==> config.mk <==
export PLATFORM = sky130hd
export DESIGN_NAME = regfile_dump
export DESIGN_NICKNAME = d
export VERILOG_FILES = /design/src/rtl/regfile_dump.sv
export SDC_FILE = /design/constraint.sdc
export NUM_CORES = 1
export LEC_CHECK = 0
export BUFFER_PORTS_ARGS = -buffer_cell sky130_fd_sc_hd__buf_4
export CORE_MARGIN = 5
export CORE_UTILIZATION = 47
export CTS_CLUSTER_DIAMETER = 50
export DETAILED_ROUTE_END_ITERATION = 7
export GPL_TIMING_DRIVEN = 1
export PLACE_DENSITY = 0.78
export RECOVER_POWER = 50
export SLEW_MARGIN = 10
export SYNTH_ARGS = -nofsm -noshare
export SYNTH_HDL_FRONTEND = slang
export SYNTH_SLANG_ARGS = --single-unit
==> constraint.sdc <==
create_clock -name clk -period 2 [get_ports clk]
set_clock_uncertainty 0.15 [all_clocks]
set_input_delay 0 -clock clk [delete_from_list [all_inputs] [get_ports clk]]
set_output_delay 0 -clock clk [all_outputs]
set_load 0.02 [all_outputs]
==> src/rtl/regfile_dump.sv <==
`default_nettype none
// ============================================================================
//  Module   : regfile_dump
//  Purpose  : Walks every entry of the register file through one of its
//             combinational read ports and streams the contents out as
//             (index, data) words on a valid/ready interface. The write port
//             of the register file is never frozen, so each word reflects the
//             register value at the moment it is read.
//  Ports    : clk       - rising-edge clock
//             reset     - asynchronous active-high reset
//             start     - dump request, honoured only while idle
//             busy      - high whenever a dump is in progress
//             ra / rd   - register-file read address / combinational data
//             out_valid - out_data/out_idx/out_last are valid
//             out_ready - sink accepts a word on out_valid & out_ready
//             out_data  - captured register value
//             out_idx   - register index of out_data
//             out_last  - marks the word for the final register
//             done      - single-cycle pulse after the last word is accepted
//  Revision : 1.0 - initial release
// ============================================================================
module regfile_dump #(
    parameter int NREGS = 8,
    parameter int AW    = 3,
    parameter int DW    = 16
) (
    input  logic          clk,
    input  logic          reset,
    input  logic          start,
    output logic          busy,
    output logic [AW-1:0] ra,
    input  logic [DW-1:0] rd,
    output logic          out_valid,
    input  logic          out_ready,
    output logic [DW-1:0] out_data,
    output logic [AW-1:0] out_idx,
    output logic          out_last,
    output logic          done
);

    typedef enum logic [1:0] {
        S_IDLE = 2'd0,
        S_READ = 2'd1,
        S_SEND = 2'd2,
        S_DONE = 2'd3
    } state_t;

    localparam logic [AW-1:0] c_last_idx = AW'(NREGS - 1);

    state_t        state_q,    state_d;
    logic [AW-1:0] idx_q,      idx_d;
    logic [DW-1:0] out_data_q, out_data_d;
    logic [AW-1:0] out_idx_q,  out_idx_d;

    always_ff @(posedge clk or posedge reset) begin
        if (reset) begin
            state_q    <= S_IDLE;
            idx_q      <= '0;
            out_data_q <= '0;
            out_idx_q  <= '0;
        end else begin
            state_q    <= state_d;
            idx_q      <= idx_d;
            out_data_q <= out_data_d;
            out_idx_q  <= out_idx_d;
        end
    end

    always_comb begin
        state_d    = state_q;
        idx_d      = idx_q;
        out_data_d = out_data_q;
        out_idx_d  = out_idx_q;
        case (state_q)
            S_IDLE: begin
                idx_d = '0;
                if (start) begin
                    state_d = S_READ;
                end
            end
            S_READ: begin
                // Snapshot rd here: later writes to this register are not
                // reflected, writes to registers not yet read still are.
                out_data_d = rd;
                out_idx_d  = idx_q;
                state_d    = S_SEND;
            end
            S_SEND: begin
                if (out_ready) begin
                    if (idx_q == c_last_idx) begin
                        state_d = S_DONE;
                    end else begin
                        idx_d   = idx_q + AW'(1);
                        state_d = S_READ;
                    end
                end
            end
            S_DONE: begin
                idx_d   = '0;
                state_d = S_IDLE;
            end
            default: begin
                state_d = S_IDLE;
                idx_d   = '0;
            end
        endcase
    end

    // All handshake outputs decode from registered state only, so there is
    // no combinational path from out_ready to out_valid/out_last/done.
    // idx_q is held at zero while idle, so it drives ra directly.
    assign busy      = (state_q != S_IDLE);
    assign ra        = idx_q;
    assign out_valid = (state_q == S_SEND);
    assign out_last  = (state_q == S_SEND) && (idx_q == c_last_idx);
    assign done      = (state_q == S_DONE);
    assign out_data  = out_data_q;
    assign out_idx   = out_idx_q;

endmodule
`default_nettype wire

# Word level (Yosys, flattened, before mapping)

Index checks and enable logic that the tools add are counted.

Flip-flop bits (word level): 24
Bits in latches: 0
RAM bits: 0
Memory bits (read-only): 0
Output and inout bits: 26
Word-level logic and storage cells: 26
Memories kept: 0

Add/sub/neg operators: 1
Multiply operators: 0
Div/mod/pow operators: 0
Order comparisons: 0
Equality and inequality tests: 7
Shift-type cells: 0
Multiplexer cells: 7
Bitwise operators: 0
Reduce and logical (&&, ||, !) cells: 7

Operators by type and width:

| operator                                              | count |
|---|---|
| one-hot mux 2 bit (4 select lines)                    | 1 |
| 2-to-1 mux 2 bit                                      | 3 |
| 2-to-1 mux 3 bit                                      | 2 |
| one-hot mux 3 bit (2 select lines)                    | 1 |
| == test 2 bit, second input constant                  | 2 |
| inequality test 2 bit, second input constant          | 2 |
| nonzero test 2 bit                                    | 2 |
| adder 3 x 1 -> 3 bit, second input constant           | 1 |
| == test 3 bit, second input constant                  | 1 |
| AND reduction 3 bit                                   | 1 |
| == test 2 x 1 -> 1 bit, second input constant         | 1 |
| logical NOT 2 bit                                     | 1 |
| inequality test 2 x 1 -> 1 bit, second input constant | 1 |
| AND reduction 2 bit                                   | 1 |
| OR reduction 2 bit                                    | 1 |
| logical AND 1 bit                                     | 1 |

# Logic depth before layout (Yosys ltp)

Word-level depth: 4
Mapped depth: 5

# Worst setup path before layout

OpenSTA, ideal clock, no wires.

Path kind: register to register
Start: register state_q[0]
End: register state_q[0]
Library setup time: 126 ps
Arrival time: 1289 ps
Data required time: 1724 ps
Path slack: 435 ps
Cell stages (with the launch flop): 5
Buffers on the path: 1
Period minus slack after synthesis: 1565 ps
Path through: dfrtp_1 inv_1 ha_1 buf_2 o32a_1

Longest elaborated chain between the ends: 3
Elaborated cells on any way between the ends: 8

Ends and longest elaborated chain:

| what                                            | line | source |
|---|---|---|
| from (decl)                                     | 50   | `state_t state_q, state_d;` |
| from (signal assigned)                          | 62   | `state_q <= state_d;` |
| == test 2 bit (*)                               | n/a  |  |
| named net out_valid                             | 33   | `output logic out_valid,` |
| inequality test 2 x 1 -> 1 bit (no source line) | n/a  |  |
| AND reduction 2 bit (no source line)            | n/a  |  |

Mark *: on every way through the listed nets, which the timed path passes. The rest lies on a longest branch.
A chain may end at the register's enable or synchronous reset.

# Worst setup path in the final report

Start: register state_q[0]
End: output out_last

Longest elaborated chain between the ends: 2

Ends and longest elaborated chain:

| what              | line | source |
|---|---|---|
| == test 2 bit     | 115  | `assign out_last = (state_q == S_SEND) && (idx_q == c_last_idx);` |
| logical AND 1 bit | 115  |  |
| to (decl)         | 37   | `output logic out_last,` |

Every way passes these cells.

==> out/qor.yml <==
first_pass_iters: 2
ys_ff_latch: 24
finalCritPeriodShare: 0.8880
start_util: 0.5000
place_ws_ps: 345.2
first_global_vias: 878
num_io_pins: 46
dieWidth_um: 58.98
cts_max_level: 1
finalSetupTns_ps: 0
rows: 17
synth_area_sq_um: 1127
grt_pass1_wl_um: 3946
p_int_w: 0.001380
cts-resized-gates: 0
final_util: 0.7270
nNetsFinal: 174
cp_max_fo: 13
final_cells: 173
grt_max_degree: 25
p_leak_nw: 0.8066
clkPwrFrac: 0.085
setup.worst_path.class: "reg -> out"
gp_congestion: 0.8116
finalWirelength_um: 2438
syn_to_final_growth_pct: 45.39
syn_avg_cell_area_sq_um: 14.27
fp.dieH_um: 58.98
powerDensity_nw_per_um2: 1414
path_cells: "inv_1, ha_1, and2_1, buf_4"
crit_arrival_ps: 1630
setup_violations: 0
postCtsSetupBuffers: 0
holdBufCountCts: 19
fmax_mhz: 563.1
wl_per_cell_um: 14.09
rr_endpoint: "out_data[1]"
r2r_slack_ps: 340
outcome: "finished clean"
clkSinkCount: 24
worstMarginPinSlew_ps: 1250
drive_gt1_frac: 0.3793
hp-class: "in -> reg"
maxSlewHeadroom: 0.1670
dp_cells: 151
worstRegToRegCells: 4
cpPeakStageDelay_ps: 430
via_per_inst: 4.850
pwr-share-seq: 0.356
vias: 839
period_needed_ps: 1776
critical_path_required_ps: 1850
critPathLaunch: "state_q[0]"
dpl.hpwl_um: 1699
coreArea_sq_um: 2255
crit_path_top_delay_cell: "dfrtp_1"
slew_violations: 0
cp-endpoint: "out_last"
first_iter_violations: 11
synthCells: 79
cts_root_buffer: "clkbuf_4"
setup_ws_ps: 224.0
ant_nets: 0
start_kind: "register"
hold_viol: 0
num_antenna_cells: 0
rsz0062_at_grt: "false"
overflow: 0
power_switching_share: 0.4046
ir_drop_mv: 1.035
grt_usage: 0.1470
cts_tree: "built"
drcViolationCount: 0
maxCapViolCount: 0
syn_nets: 106
io_buffers: 45
die_area_sq_um: 3478
p_sw_w: 0.0009380
cts_buffers: 3
yosysUniqueCellTypes: 21
synth_seq_area_share: 0.5327
insertion_delay_ps: 300
pwr-share-comb: 0.559
crit_path_end_kind: "output port"
clkTransAtPathRegs_ps: 120
ys_warn_count: 0
antenna_found_initial: 0
clockBufferDepth: 2
reg2reg_from: "state_q[1]"
cell usage in the layout (no fill, tap or decap), drive strengths merged, types with 2 or more instances in the layout:
cell,Yosys,final
mux2,19,19
nand4,2,2
a21oi,2,2
dfrtp,24,24
ha,7,7
inv,6,6
clkbuf,0,18
nor2b,2,2
nand3,4,4
buf,3,32
dlygate4sd3,0,19
nand3b,2,2
metal layers:
layer  track usage  routed length [um]  up-vias
met5             0                   0        -
met4       0.04854                  18        0
met3       0.02614                 152        2
met2        0.2587                1206       29
met1        0.1807                1061      400
li1              -                   -      408
synth_stat cells:
| cell | instances | area [sq um] |
|---|---|---|
| buf_2 | 1 | 5.000 |
| mux2i_1 | 1 | 10.01 |
| nand3b_1 | 2 | 15.01 |
| ha_1 | 7 | 87.58 |
| nor2b_1 | 2 | 12.51 |
| o21ai_0 | 1 | 5.000 |
| buf_6 | 1 | 11.26 |
| o32a_1 | 1 | 10.01 |
| mux2_4 | 10 | 150.1 |
| inv_1 | 6 | 22.52 |
| a21oi_1 | 2 | 10.01 |
| dfrtp_1 | 24 | 600.6 |
| nand3_1 | 4 | 20.02 |
| buf_12 | 1 | 20.02 |
| nand4b_1 | 1 | 8.760 |
| mux2_2 | 9 | 101.4 |
| o2bb2ai_1 | 1 | 8.760 |
| nand2b_1 | 1 | 6.260 |
| and2_1 | 1 | 6.260 |
| nor2_1 | 1 | 3.750 |
| nand4_1 | 2 | 12.51 |
worst min path at each step:
stage | to | depth (start not counted) | slack, ps | start
final | out_data[4] | 3 | 310 | rd[4]
after global routing | out_data[0] | 3 | 300 | rd[0]
after CTS | out_data[11] | 4 | 140 | reset
after detailed placement | out_data[7] | 3 | -80 | reset
after global placement | out_data[15] | 3 | -90 | reset
after floorplan | out_data[0] | 1 | -140 | reset
stage by stage:
step / hold WS, ps / power, W / instance area [sq um]
2_1_floorplan: -135.4 / 0.001777 / 1127
3_3_place_gp: -88.01 / 0.002173 / 1479
3_5_place_dp: -75.80 / 0.002219 / 1479
4_1_cts: 140.9 / 0.002452 / 1692
5_1_grt: 300.6 / 0.002483 / 1639
6_report: 313.3 / 0.002318 / 1639
area by class of cell:
type / instances / area, sq um
clock buffers: 3 / 22.52
fillers: 170 / 615.6
inverters: 6 / 22.52
multi-input cells: 46 / 467.9
flip-flops and latches: 24 / 600.6
well taps: 28 / 35.03
repair buffers: 66 / 490.5
power by group through the flow:
stage               combinational, W  sequential, W  clock, W
finish                       0.00130       0.000826  0.000197
global route                 0.00139       0.000865  0.000233
CTS                          0.00141       0.000832  0.000208
detailed placement           0.00138       0.000842         0
global placement             0.00135       0.000827         0
floorplan                   0.000719        0.00106         0
sequential cells by signal (all words and copies together) (netlist names):
register and flops:
out_data 16, out_idx 3, ra 3, state_q 2
kinds of logic after synthesis:
| family | synth area share |
|---|---|
| buffers and inverters | 0.05216 |
| and+or+nand+nor | 0.07547 |
| adders and majority gates | 0.07769 |
| muxes | 0.2320 |
| DFF | 0.5327 |
| AOI/OAI and AO/OA | 0.02996 |
worst max-delay path, delay by kind of cell, from the launching register on:
| kind | cells | cell delay, ps |
|---|---|---|
| and+or+nand+nor | 1 | 190 |
| adders and majority gates | 1 | 430 |
| buffers and inverters | 2 | 270 |
| DFF | 1 | 430 |
Note: power is estimated with default switching activity, not from simulation.
